==> src/rtl/store_align_unit_if.sv <==
// ----------------------------------------------------------------------------
// store_align_unit_if
//   Groups the store request handshake, the data-memory write port and the
//   completion signals of store_align_unit into one bundle.
//
//   master : the side that issues store requests and models the memory
//            (execute stage / memory); drives reqValid, reqAddr, reqData,
//            reqSize and memReady.
//   slave  : store_align_unit itself; drives reqReady, memWrite, memAddr,
//            memWdata, memStrobe, doneValid and doneError.
// ----------------------------------------------------------------------------
interface store_align_unit_if;
    logic        reqValid;
    logic        reqReady;
    logic [31:0] reqAddr;
    logic [31:0] reqData;
    logic [1:0]  reqSize;
    logic        memWrite;
    logic [31:0] memAddr;
    logic [31:0] memWdata;
    logic [3:0]  memStrobe;
    logic        memReady;
    logic        doneValid;
    logic        doneError;

    modport master (
        output reqValid, reqAddr, reqData, reqSize, memReady,
        input  reqReady, memWrite, memAddr, memWdata, memStrobe, doneValid, doneError
    );

    modport slave (
        input  reqValid, reqAddr, reqData, reqSize, memReady,
        output reqReady, memWrite, memAddr, memWdata, memStrobe, doneValid, doneError
    );
endinterface

==> src/rtl/store_align_unit.sv <==
// ----------------------------------------------------------------------------
// store_align_unit
//   Store-side alignment unit between the execute stage and the data-memory
//   write port. A store request (byte address, LSB-justified data, size) is
//   turned into one or two lane-aligned 32-bit bus beats with byte strobes.
//   Stores crossing a word boundary are split into two beats (or rejected when
//   ALLOW_MISALIGNED = 0). A stalled beat is abandoned after TIMEOUT_CYCLES.
//
//   Ports
//     clk    : clock, rising edge
//     reset  : synchronous, active-high
//     bus    : store_align_unit_if.slave
//              reqValid/reqReady/reqAddr/reqData/reqSize : request handshake
//              memWrite/memReady/memAddr/memWdata/memStrobe : memory write beat
//              doneValid/doneError : one-cycle completion pulse and status
// ----------------------------------------------------------------------------
module store_align_unit #(
    parameter bit          ALLOW_MISALIGNED = 1'b1,
    parameter int unsigned TIMEOUT_CYCLES   = 255    // 1..255
) (
    input  logic         clk,
    input  logic         reset,
    store_align_unit_if.slave bus
);

    typedef enum logic [1:0] {
        IDLE  = 2'd0,
        BEAT0 = 2'd1,
        BEAT1 = 2'd2,
        RESP  = 2'd3
    } state_t;

    localparam logic [7:0] TIMEOUT_LAST = 8'(TIMEOUT_CYCLES - 1);

    state_t      state;
    state_t      nextState;

    logic [29:0] wordQ;        // word index of the first beat
    logic [63:0] shiftedQ;     // data spread over two consecutive words
    logic [7:0]  strobeQ;      // byte enables over the same two words
    logic        errorQ;       // status reported with doneValid
    logic [7:0]  stallCount;   // stalled cycles of the current beat

    logic [1:0]  off;
    logic [3:0]  sizeMask;
    logic        sizeIllegal;
    logic        misalignError;
    logic        acceptError;
    logic        accept;
    logic        inBeat;
    logic        timeout;
    logic [63:0] shiftedNow;
    logic [7:0]  strobeNow;

    assign off = bus.reqAddr[1:0];

    always_comb begin
        // NOTE: every signal gets a default before the case so that no path
        // leaves it unassigned, which would otherwise infer a latch.
        sizeMask    = 4'b0000;
        sizeIllegal = 1'b0;
        case (bus.reqSize)
            2'b00:   sizeMask = 4'b0001;
            2'b01:   sizeMask = 4'b0011;
            2'b10:   sizeMask = 4'b1111;
            default: sizeIllegal = 1'b1;
        endcase
    end

    // Any non-zero offset on a half or word store is rejected when splitting
    // is disabled, even if the store would fit inside one word.
    assign misalignError = (ALLOW_MISALIGNED == 1'b0) && (off != 2'b00) && (bus.reqSize != 2'b00);
    assign acceptError   = sizeIllegal || misalignError;
    assign accept        = bus.reqValid && (state == IDLE);

    // Shifting across 64 bits places the overflow bytes directly in the
    // second word's lanes, so beat 1 needs no extra alignment logic.
    assign shiftedNow = {32'b0, bus.reqData} << {off, 3'b000};
    assign strobeNow  = {4'b0000, sizeMask} << off;

    assign inBeat  = (state == BEAT0) || (state == BEAT1);
    assign timeout = inBeat && !bus.memReady && (stallCount == TIMEOUT_LAST);

    always_comb begin
        nextState = state;
        case (state)
            IDLE:  if (accept) nextState = acceptError ? RESP : BEAT0;
            BEAT0: begin
                if (bus.memReady)  nextState = (strobeQ[7:4] != 4'b0000) ? BEAT1 : RESP;
                else if (timeout)  nextState = RESP;
            end
            BEAT1: if (bus.memReady || timeout) nextState = RESP;
            RESP:  nextState = IDLE;
            default: nextState = IDLE;
        endcase
    end

    // NOTE: state registers use non-blocking assignments so every register
    // samples the pre-edge values regardless of statement order.
    always_ff @(posedge clk) begin
        if (reset) begin
            state      <= IDLE;
            wordQ      <= '0;
            shiftedQ   <= '0;
            strobeQ    <= '0;
            errorQ     <= 1'b0;
            stallCount <= '0;
        end else begin
            state <= nextState;
            if (accept) begin
                wordQ    <= bus.reqAddr[31:2];
                shiftedQ <= shiftedNow;
                strobeQ  <= strobeNow;
                errorQ   <= acceptError;
            end else if (timeout) begin
                errorQ   <= 1'b1;
            end
            // A handshake (or any non-beat cycle) clears the count, so each
            // beat starts counting from zero.
            if (inBeat && !bus.memReady) stallCount <= stallCount + 8'd1;
            else                         stallCount <= '0;
        end
    end

    always_comb begin
        bus.memAddr   = '0;
        bus.memWdata  = '0;
        bus.memStrobe = '0;
        case (state)
            BEAT0: begin
                bus.memAddr   = {wordQ, 2'b00};
                bus.memWdata  = shiftedQ[31:0];
                bus.memStrobe = strobeQ[3:0];
            end
            BEAT1: begin
                // Word index wraps naturally: 0xFFFFFFFC is followed by 0x0.
                bus.memAddr   = {wordQ + 30'd1, 2'b00};
                bus.memWdata  = shiftedQ[63:32];
                bus.memStrobe = strobeQ[7:4];
            end
            default: ;
        endcase
    end

    assign bus.reqReady  = (state == IDLE);
    assign bus.memWrite  = inBeat;
    assign bus.doneValid = (state == RESP);
    assign bus.doneError = (state == RESP) && errorQ;

endmodule

==> src/flat_wrapper.sv <==
// flat-port wrapper written by rule: the top's interface ports become plain ports
module store_align_unit_flat 
#(
    parameter bit          ALLOW_MISALIGNED = 1'b1,
    parameter int unsigned TIMEOUT_CYCLES   = 255             
)
  (clk, reset, bus_reqValid, bus_reqAddr, bus_reqData, bus_reqSize, bus_memReady, bus_reqReady, bus_memWrite, bus_memAddr, bus_memWdata, bus_memStrobe, bus_doneValid, bus_doneError);
  store_align_unit_if bus_i ();
  input  logic clk;
  input  logic reset;
  input wire logic [$bits(bus_i.reqValid)-1:0] bus_reqValid;
  input wire logic [$bits(bus_i.reqAddr)-1:0] bus_reqAddr;
  input wire logic [$bits(bus_i.reqData)-1:0] bus_reqData;
  input wire logic [$bits(bus_i.reqSize)-1:0] bus_reqSize;
  input wire logic [$bits(bus_i.memReady)-1:0] bus_memReady;
  output wire logic [$bits(bus_i.reqReady)-1:0] bus_reqReady;
  output wire logic [$bits(bus_i.memWrite)-1:0] bus_memWrite;
  output wire logic [$bits(bus_i.memAddr)-1:0] bus_memAddr;
  output wire logic [$bits(bus_i.memWdata)-1:0] bus_memWdata;
  output wire logic [$bits(bus_i.memStrobe)-1:0] bus_memStrobe;
  output wire logic [$bits(bus_i.doneValid)-1:0] bus_doneValid;
  output wire logic [$bits(bus_i.doneError)-1:0] bus_doneError;
  assign bus_i.reqValid = bus_reqValid;
  assign bus_i.reqAddr = bus_reqAddr;
  assign bus_i.reqData = bus_reqData;
  assign bus_i.reqSize = bus_reqSize;
  assign bus_i.memReady = bus_memReady;
  assign bus_reqReady = bus_i.reqReady;
  assign bus_memWrite = bus_i.memWrite;
  assign bus_memAddr = bus_i.memAddr;
  assign bus_memWdata = bus_i.memWdata;
  assign bus_memStrobe = bus_i.memStrobe;
  assign bus_doneValid = bus_i.doneValid;
  assign bus_doneError = bus_i.doneError;
  store_align_unit #(.ALLOW_MISALIGNED(ALLOW_MISALIGNED), .TIMEOUT_CYCLES(TIMEOUT_CYCLES)) u_core (.clk(clk), .reset(reset), .bus(bus_i));
endmodule
==> config.mk <==
export PLATFORM = sky130hd
export DESIGN_NAME = store_align_unit_flat
export DESIGN_NICKNAME = d
export VERILOG_FILES = /design/src/rtl/store_align_unit_if.sv /design/src/rtl/store_align_unit.sv /design/src/flat_wrapper.sv
export SDC_FILE = /design/constraint.sdc
export NUM_CORES = 1
export LEC_CHECK = 0
export CAP_MARGIN = 20
export CORE_MARGIN = 3
export CORE_UTILIZATION = 54
export CTS_CLUSTER_DIAMETER = 50
export DETAILED_ROUTE_END_ITERATION = 7
export PLACE_DENSITY_LB_ADDON = 0.2
export REMOVE_ABC_BUFFERS = 1
export SLEW_MARGIN = 20
export SYNTH_ARGS = -nofsm -noshare
export SYNTH_HDL_FRONTEND = slang
export SYNTH_SLANG_ARGS = --single-unit
==> constraint.sdc <==
create_clock -name clk -period 4.4 [get_ports clk]
set_input_delay 1.1 -clock clk [delete_from_list [all_inputs] [get_ports clk]]
set_output_delay 1.1 -clock clk [all_outputs]
set_load 0.005 [all_outputs]
# --- After elaboration in Yosys (flattened, before gate mapping) ---
# Cells that the tools add are included.
totals:
  inputBits: 70
  ff_bits: 113
  elab_cells: 48
  output_inout_bits: 72
classes:
  n_reduce_logical: 14
  bitwise: 1
  n_addsub: 2
  eq_ne: 9
  n_mux: 14
  n_shift: 2
op_table:
  columns: ["op", "count"]
  rows:
  - ["$pmux W32 S2", 2]
  - ["$shl A32 B5 Y64", 1]
  - ["$add A30 B1 Y30 const B", 1]
  - ["$pmux W4 S3", 1]
  - ["$mux W2", 5]
  - ["$add A8 B1 Y8 const B", 1]
  - ["$eq A8 B8 Y1 const B", 1]
  - ["$pmux W2 S4", 1]
  - ["$pmux W4 S2", 1]
  - ["$shl A4 B2 Y8", 1]
  - ["$eq A2 B2 Y1 const B", 3]
  - ["$eq A2 B1 Y1 const B", 2]
  - ["$logic_and A1 B1 Y1", 4]
  - ["$logic_not A2 Y1", 2]
  - ["$mux W1", 4]
  - ["$reduce_bool A4 Y1", 1]
  - ["$ne A3 B2 Y1 const B", 1]
  - ["$reduce_and A3 Y1", 1]
  - ["$reduce_or A3 Y1", 1]
  - ["$logic_or A1 B1 Y1", 2]
  - ["$ne A2 B1 Y1 const B", 1]
  - ["$ne A2 B2 Y1 const B", 1]
  - ["$reduce_bool A2 Y1", 1]
  - ["$reduce_or A2 Y1", 1]
  - ["other kinds (2)", 2]

# --- Longest topological paths before layout ---
# Gate-level depths: netlist of run 1.
logic_depth:
  depth_word: 7
  depth_mapped: 9
  mapped_depth_nobuf: 7

# --- Worst setup path after synthesis of run 1 ---
# OpenSTA, ideal clock, no wires.
synth_timing:
  path_kind: "register -> output"
  start: "reg u_core.state[0]"
  end: "out bus_memAddr[30]"
  t_required_ns: 3.300
  path_stages_with_launch: 9
  path_buffers: 3
  slack_ns: 1.469
  arrival_time_ns: 1.831
  cell_sequence: "dfxtp_1 > inv_1 > ha_1 > clkbuf_1 > and2_1 > clkbuf_1 > dlygate4sd1_1 > o21ai_0 > o41ai_2"
synth_via:
  elab_chain_len: 2
  word_cells_on_any_way: 3
synth_rtl:
  columns: ["element", "line", "text"]
  rows:
  - ["start: declaration", "store_align_unit.sv:35", "state_t state;"]
  - ["start signal: assignment", "store_align_unit.sv:109", "state <= nextState;"]
  - ["$eq A2 B2 Y1 / $eq A2 B1 Y1 (equally long branches)", "store_align_unit.sv:129", "case (state)"]
  - ["$pmux W32 S2 *", "store_align_unit.sv:129", null]
  - ["end: declaration", "flat_wrapper.sv:18", "output wire logic [$bits(bus_i.memAddr)-1:0] bus_memAddr;"]
# Mark *: on every way between the ends. The rest lies on a longest branch, timed or not.

# --- Worst setup path in the final report of run 1 ---
layout_timing:
  start: "reg u_core.state[0]"
  end: "out bus_memAddr[31]"
# Same word-level chain as after synthesis.

==> results of run 1 <==
==> placed cells by master (no fill, tap or decap), drive strengths merged, types with 11 or more instances in the layout <==
master           n
a21oi           45
a222oi          17
a22oi           63
and3            14
buf             13
clkbuf          11
clkdlybuf4s50  138
dfxtp          104
inv             13
mux2            25
mux2i           12
nand2           90
nand3           21
nor2            76
nor2b           38
o21ai           43
==> metrics by stage <==
stage | cells | hold WS [ns]
6_report | 961 | 0.476
5_1_grt | 961 | 0.505
4_1_cts | 961 | 0.478
3_5_place_dp | 945 | 0.455
3_3_place_gp | 945 | 0.441
2_1_floorplan | 658 | 0.430
==> critical path, delay by kind of cell (launching register included) <==
family	cells	cell delay (ns)
DFF	1	0.41
buffers and inverters	2	0.59
and+or+nand+nor	3	1.04
adders and majority gates	1	0.60
==> how the worst max path moves through the flow <==
stage	end	depth (start not counted)
after global placement	bus_memAddr[29]	6
after detailed placement	bus_memAddr[31]	6
final	bus_memAddr[31]	6
after global routing	bus_memAddr[24]	7
after CTS	bus_memAddr[31]	6
after floorplan	u_core.shiftedQ[16]	4
==> power by group <==
part           leakage (uW)  total (uW)  switching, uW  internal, uW
registers          0.000848        1220            137          1080
logic               0.00164        1430            861           573
clock network      0.000104         595            347           248
==> state kept, by name (all words and copies together), names as in the netlist <==
name,count
u_core.stallCount,8
u_core.strobeQ,7
u_core.errorQ,1
u_core.wordQ,30
u_core.shiftedQ,56
u_core.state,2
==> metal layers <==
layer	global-route usage, %	vias to the layer above	share of wire [%]
met3	6.58	20	9.1
met2	46.2	315	47
met1	37.7	2768	42
li1	-	2794	-
met4	6.77	0	1.1
met5	0	-	0
==> kinds of logic (layout without fill, tap and decap cells) <==
logic type               after synthesis  count (layout)  synth area share [%]
AO/OA/AOI/OAI                        205             205                  23.8
XOR/XNOR                               4               4                 0.607
adder cells (fa/ha/maj)                9               9                  1.95
buffers and inverters                 75             178                  5.70
flip-flops                           104             104                  36.1
multiplexers                          37              37                  6.96
other                                  1               2                0.0650
AND/OR/NAND/NOR                      286             286                  24.8
==> final cells by class <==
cell class / instances / area [sq um]
Multi-Input combinational cell: 543 / 3380
Fill cell: 831 / 3010
Sequential cell: 104 / 2080
Timing Repair Buffer: 151 / 1490
Tap cell: 136 / 170
Clock buffer: 11 / 151
Clock inverter: 5 / 48.8
Inverter: 11 / 41.3
==> results.toml, run 1 <==
[placement]
gp_congestion = 0.925
numPortBuffers = 139
hpwl_um = 11400
post-place-ws_ns = 0.530
place_area_sq_mm = 0.00716

[min_path]
hold_start = "u_core.stallCount[0]"
min_to = "u_core.stallCount[0]"
hold_path_depth = 1
hp-class = "reg2reg"

[timing]
finalClockSkew_ns = 0.0170
slew_viol_final = 0
worst_slack_ns = 0.274
period_share_pct = 93.8
final_hold_viol_count = 0
fmax_ghz = 0.242
maxSlewHeadroom_pct = 41.8
max_slew.worst_pin.slew_ns = 0.872
rsz0062_at_grt = "no"
setup-tns-final_ns = 0
setup_viol = 0
fin_crit_ns = 4.13

[power]
leakagePower_uw = 0.00259
power_density_mw_per_mm2 = 442
ir_drop_mv = 0.356
power_uw = 3250

[yosys]
yosys.cell_types.count = 59
ys.flop_type = "dfxtp_1"
syn_area_sq_mm = 0.00577
synth-edff-count = 0
synth_top_cell_by_area = "dfxtp_1"
yosysTopAreaCellShare_pct = 36.1
async_flop_share_pct = 0
avgSynthCellArea_sq_um = 8.01
synth_warnings = 0
synth_most_common_cell = "dfxtp_1"
ys_ff_latch = 104
synthTopCellsByCount = "dfxtp_1, nand2_1, nor2_1"
yosysSeqAreaShare_pct = 36.1
synth.area.top_cells = "dfxtp_1, a22oi_1, nand2_1"
synthCells = 721

[clock_network]
post_cts_resized = 0
clkTransAtPathRegs_ns = 0.10
insertion_delay_ns = 0.38
numCtsBuffers = 9
clock-root-buffer = "clkbuf_8"
cts_setup_buffers = 0
h-tree-depth = 3
ctsHoldBuffers = 0
cts_tree = "done"
clock_sinks = 104
clk_path_buf_depth = 2

[run_status]
status = "finished, final reports clean"

[setup_path]
startpoint_type = "flip-flop"
setup.worst_path.start = "u_core.state[0]"
critPathArrivalTime_ns = 3.03
endpoint_kind = "output pin"
worstPathRequired_ns = 3.30
cpPeakStageDelay_ns = 0.60
cpMaxStageDelayCell = "ha_1"
r2r_cells = 6
cp_cell_sequence = "inv_1 > ha_1 > nand2_2 > or4_1 > nand3_1 > clkdlybuf4s50_1"
crit_fanout = 21
setup.worst_path.class = "reg2out"
timing.rr.end = "u_core.shiftedQ[20]"
regToRegStartpoint = "u_core.state[1]"
r2r_slack_ns = 2.02

[drt]
first_pass_iters = 7
ant_nets = 0
wl_per_cell_um = 17.7
drc = 0
via_per_inst = 6.14
vias = 5897
drt_iter0_drc = 563
routed_wl_um = 17000

[grt]
grtUsageTotal_pct = 28.2
grt_pass1_wl_um = 27200
grt_pass1_vias = 5478
grt_max_degree = 55
antenna_found_initial = 0
grt-ovfl-total = 0

[layout]
stdcell_area_sq_mm = 0.00736
layout-drive-gt1-share_pct = 8.73
fin_util_pct = 71.0
diodes = 0
areaGrowthSynthToFinish_pct = 27.5
final_nets = 899

[floorplan]
num_rows = 37
core-area_sq_mm = 0.0104
io_pins = 142
initial_core_util_pct = 55.7
die_y_um = 109
die_area_sq_mm = 0.0120
dieWidth_um = 109

[flow_run]
max-cap-violations = 0
No activity file was read; power rests on OpenSTA's default activity.
==> run 2, diff against run 1 <==
CORE_ASPECT_RATIO = 1.5   (was not set)
==> run 2 against run 1 <==
Sequential cell count unchanged. Final cell count increased by 0.94%. Register-to-register slack got worse by 0.13 ns. Wire length decreased by 2.6%. Die area increased by 0.21%. Via count increased by 0.54%. Critical path depth increased by 2. First-iteration DRC count decreased by 19%. Power increased by 6.0%. Non-clock buffer count increased by 4. Critical path type unchanged. Largest power group unchanged.
==> results.toml, run 2 (synthesis results as in run 1) <==
[clock_network]
numCtsBuffers = 9
cts_tree = "done"
clkTransAtPathRegs_ns = 0.07
insertion_delay_ns = 0.35
h-tree-depth = 3
clk_path_buf_depth = 2
post_cts_resized = 0
clock-root-buffer = "clkbuf_16"
cts_setup_buffers = 0
clock_sinks = 104
ctsHoldBuffers = 0

[timing]
fmax_ghz = 0.253
maxSlewHeadroom_pct = 46.1
fin_crit_ns = 3.96
setup_viol = 0
fin_hold_ws_ns = 0.468
finalClockSkew_ns = 0.00674
final_hold_viol_count = 0
setup-tns-final_ns = 0
period_share_pct = 90.0
slew_viol_final = 0
rsz0062_at_grt = "no"
max_slew.worst_pin.slew_ns = 0.808
worst_slack_ns = 0.440

[floorplan]
num_rows = 45
initial_core_util_pct = 56.0
die_area_sq_mm = 0.0120
dieWidth_um = 90.4
io_pins = 142
die_y_um = 133
core-area_sq_mm = 0.0103

[setup_path]
cp-endpoint = "bus_memAddr[23]"
worst-path-buf-inv = 3
cp_num_cells = 8
r2r_slack_ns = 1.89
startpoint_type = "flip-flop"
regToRegStartpoint = "u_core.state[0]"
path_delay_family = "buffers and inverters"
critPathArrivalTime_ns = 2.86
worstPathRequired_ns = 3.30
setup.worst_path.start = "u_core.state[1]"
crit_fanout = 14
cpMaxStageDelayCell = "clkdlybuf4s50_1"
setup.worst_path.class = "reg2out"
timing.rr.end = "u_core.state[0]"
endpoint_kind = "output pin"
r2r_cells = 7
cpPeakStageDelay_ns = 0.54
cp_cell_sequence = "inv_1 > ha_1 > nand2_1 > buf_4 > a31oi_1 > o21ai_0 > o31ai_1 > clkdlybuf4s50_1"

[layout]
fin_util_pct = 72.5
final_common_cell = "clkdlybuf4s50_1"
final_nets = 903
top_register = "u_core.shiftedQ"
diodes = 0
final_cell_mix = "clkdlybuf4s50_1, dfxtp_1, nand2_1"
largest_reg_flops = 56
areaGrowthSynthToFinish_pct = 29.5
layout-drive-gt1-share_pct = 9.05
largest_registers = "u_core.shiftedQ x56, u_core.wordQ x30, u_core.stallCount x8"

[drt]
vias = 5929
drc = 0
routed_wl_um = 16600
wl_per_cell_um = 17.1
ant_nets = 0
via_per_inst = 6.11
drt_iter0_drc = 455
first_pass_iters = 6

[grt]
antenna_found_initial = 0
grt_pass1_wl_um = 27700
grt-ovfl-total = 0
grt_max_degree = 55
grt_pass1_vias = 5921
grtUsageTotal_pct = 27.5

[placement]
post-place-ws_ns = 0.839
hpwl_um = 11500
numPortBuffers = 139
gp_congestion = 0.941

[power]
power_density_mw_per_mm2 = 461
leakagePower_uw = 0.00264
power_uw = 3440
ir_drop_mv = 0.278

[run_status]
status = "finished, final reports clean"

[flow_run]
max-cap-violations = 0

[min_path]
hp-class = "reg2reg"
run 2: changes by cell type in the layout (fill, tap and decap cells not counted), sizes merged:
cell | before | now
clkinvlp | 0 | 3
buf | 13 | 17
clkinv | 3 | 2
clkbuf | 11 | 9
run 2: final cells by class:
type | count | area [sq um]
well taps | 141 | 176
inverters | 11 | 41.3
multi-input cells | 543 | 3370
clock inverters | 7 | 67.6
flip-flops and latches | 104 | 2080
repair buffers | 155 | 1510
clock buffers | 9 | 225
fillers | 801 | 2830
run 2: layer usage:
metal / up-vias / global-route usage, % / share of wire (%)
met5: - / 0 / 0
met2: 288 / 47.9 / 50
met4: 0 / 14.9 / 3.4
met3: 48 / 4.38 / 7.0
met1: 2791 / 32.1 / 39
li1: 2802 / - / -
run 2: worst reg2reg max path: stages (launching register included):
cell and delay, ns:
dfxtp_1 0.40, inv_1 0.09, ha_1 0.33, nand2_4 0.46, buf_4 0.59, o21ai_0 0.22, a21oi_1 0.21, nor3_1 0.07
run 2: how the worst min path moves through the flow:
stage	slack [ns]	depth (start not counted)	start	endpoint
final	0.47	1	u_core.stallCount[0]	u_core.stallCount[0]
after CTS	0.47	1	u_core.stallCount[0]	u_core.stallCount[0]
after global placement	0.44	1	u_core.stallCount[0]	u_core.stallCount[0]
after detailed placement	0.45	1	u_core.stallCount[0]	u_core.stallCount[0]
after floorplan	0.43	1	u_core.stallCount[0]	u_core.stallCount[0]
after global routing	0.50	1	u_core.stallCount[0]	u_core.stallCount[0]
run 2: stage by stage:
step                      instance area, sq um  cells
final                                     7470    970
after global routing                      7470    970
after CTS                                 7470    970
after detailed placement                  7180    954
after global placement                    7180    954
after floorplan                           5490    658
run 2: power breakdown:
part	internal, uW	switching [uW]	total [uW]
Sequential	1080	137	1220
Combinational	590	850	1440
Clock	396	388	784
==> run 3, diff against run 2 <==
ABC_AREA = 1   (was not set)
CORE_UTILIZATION = 48   (was 54)
SKIP_CTS_REPAIR_TIMING = 1   (was not set)
==> run 3 against run 2 <==
Sequential cell count unchanged. Final cell count is 28% higher. Via count rose by 12%. Largest power group unchanged.
==> results.toml, run 3 <==
[run_status]
status = "finished, final reports clean"

[setup_path]
critPathArrivalTime_ns = 2.62
cp_cell_sequence = "ha_2 > buf_4 > nor2_1 > clkinv_1 > o211ai_1 > a21oi_1 > clkdlybuf4s50_1"
startpoint_type = "flip-flop"
r2r_slack_ns = 1.97
setup.worst_path.class = "reg2out"
crit_fanout = 51
worstPathRequired_ns = 3.30
endpoint_kind = "output pin"
worst-path-buf-inv = 3
cpPeakStageDelay_ns = 0.52
cpMaxStageDelayCell = "clkdlybuf4s50_1"
path_delay_family = "buffers and inverters"

[yosys]
synthCells = 985
synth_most_common_cell = "nand2_1"
synth.area.top_cells = "dfxtp_1, nand2_1, a21oi_1"
synthMuxAreaShare_pct = 0
yosys.cell_types.count = 38
yosysTopAreaCellShare_pct = 34.1
synth_fa_ha_area_share_pct = 1.84
synth-xor-area-share_pct = 0
synthTopCellsByCount = "nand2_1, nor2_1, dfxtp_1"
syn_area_sq_mm = 0.00611
yosysSeqAreaShare_pct = 34.1
synth_top_cell_by_area = "dfxtp_1"
synth-simple-area-share_pct = 35.4
avgSynthCellArea_sq_um = 6.20
synth-edff-count = 0
async_flop_share_pct = 0
synth_compound_area_share_pct = 19.0
synth_top_family_by_area = "simple AND/OR/NAND/NOR gates"
synth_warnings = 0
ys_ff_latch = 104
ys.flop_type = "dfxtp_1"

[timing]
period_share_pct = 84.5
maxSlewHeadroom_pct = 41.8
max_slew.worst_pin.slew_ns = 0.871
final_hold_viol_count = 0
setup-tns-final_ns = 0
fmax_ghz = 0.269
fin_hold_ws_ns = 0.467
slew_viol_final = 0
finalClockSkew_ns = 0.0121
rsz0062_at_grt = "no"
fin_crit_ns = 3.72
setup_viol = 0

[layout]
stdcell_area_sq_mm = 0.00783
largest_reg_flops = 56
diodes = 0
layout-drive-gt1-share_pct = 5.40
final_cell_mix = "nand2_1, clkdlybuf4s50_1, nor2_1"
largest_registers = "u_core.shiftedQ x56, u_core.wordQ x30, u_core.stallCount x8"
areaGrowthSynthToFinish_pct = 28.1
final_nets = 1166
top_register = "u_core.shiftedQ"
final_common_cell = "nand2_1"

[placement]
hpwl_um = 12500
numPortBuffers = 139
place_area_sq_mm = 0.00752
gp_congestion = 0.907

[clock_network]
cts_tree = "done"
clkTransAtPathRegs_ns = 0.07
clock-root-buffer = "clkbuf_16"
insertion_delay_ns = 0.34
h-tree-depth = 3
numCtsBuffers = 9
clk_path_buf_depth = 2
clock_sinks = 104

[grt]
grt_max_degree = 63
grtUsageTotal_pct = 25.2
grt-ovfl-total = 0
grt_pass1_vias = 6152
antenna_found_initial = 0
grt_pass1_wl_um = 29400

[drt]
ant_nets = 0
drt_iter0_drc = 319
wl_per_cell_um = 14.4
vias = 6614
via_per_inst = 5.31
drc = 0
first_pass_iters = 5
routed_wl_um = 17900

[power]
ir_drop_mv = 0.440
power_density_mw_per_mm2 = 460
leakagePower_uw = 0.00302
power_uw = 3600

[floorplan]
dieWidth_um = 98.1
die_y_um = 144
io_pins = 142
initial_core_util_pct = 50.1
die_area_sq_mm = 0.0141
core-area_sq_mm = 0.0122
num_rows = 49

[flow_run]
max-cap-violations = 0

[min_path]
hp-class = "reg2reg"
run 3: cell types whose count changed in the layout (fill, tap and decap cells not counted), moves of 17 or more:
cell,change
nor2_1,+32
a222oi_1,-17
nand3_1,+36
a21oi_1,+58
nor2b_1,-38
inv_1,+68
o21ai_0,+24
a22oi_1,-62
mux2_2,-25
nand2_1,+222
run 3: worst min-delay path: stages (launching register included):
cell and delay [ns]:
dfxtp_1 0.31, nand2_1 0.06, a21oi_1 0.05
run 3: where the power goes:
| group | leakage [uW] | total [uW] | internal, uW | switching, uW |
|---|---|---|---|---|
| combinational | 0.00202 | 1550 | 489 | 1060 |
| sequential | 0.000850 | 1250 | 1100 | 148 |
| clock | 0.000152 | 802 | 449 | 354 |
run 3: cell type report:
cell class,count,area [sq um]
well taps,153,191
repair buffers,149,1470
clock buffers,13,280
fillers,1221,4380
clock inverters,3,22.5
multi-input cells,737,3460
inverters,86,323
flip-flops and latches,104,2080
run 3: path summary, 6_finish.rpt:
check | start | endpoint | cells after the start
max | u_core.state[0] | bus_memAddr[12] | 7
min reg2reg | u_core.shiftedQ[10] | u_core.shiftedQ[10] | 2
max reg2reg | u_core.state[0] | u_core.shiftedQ[3] | 8
min | u_core.shiftedQ[10] | u_core.shiftedQ[10] | 2
run 3: per-stage QoR:
stage	setup slack (ns)	instances	utilization [%]
CTS	0.653	1245	64.1
global placement	1.06	1229	61.7
finish	0.684	1245	64.1
detailed placement	1.02	1229	61.7
floorplan	0.279	927	-
global route	0.474	1245	64.1
run 3: cells by family after synthesis:
group,Yosys count
AND/OR/NAND/NOR,517
AO/OA/AOI/OAI,209
buffers and inverters,145
flip-flops,104
adder cells (fa/ha/maj),9
other,1
run 3: routing by layer:
layer	vias to the layer above	wire length, um	global-route usage [%]
met5	-	0	0
met4	0	280	7.44
met3	22	1030	3.19
met2	226	9270	46.7
met1	2985	7360	30.2
li1	3381	-	-
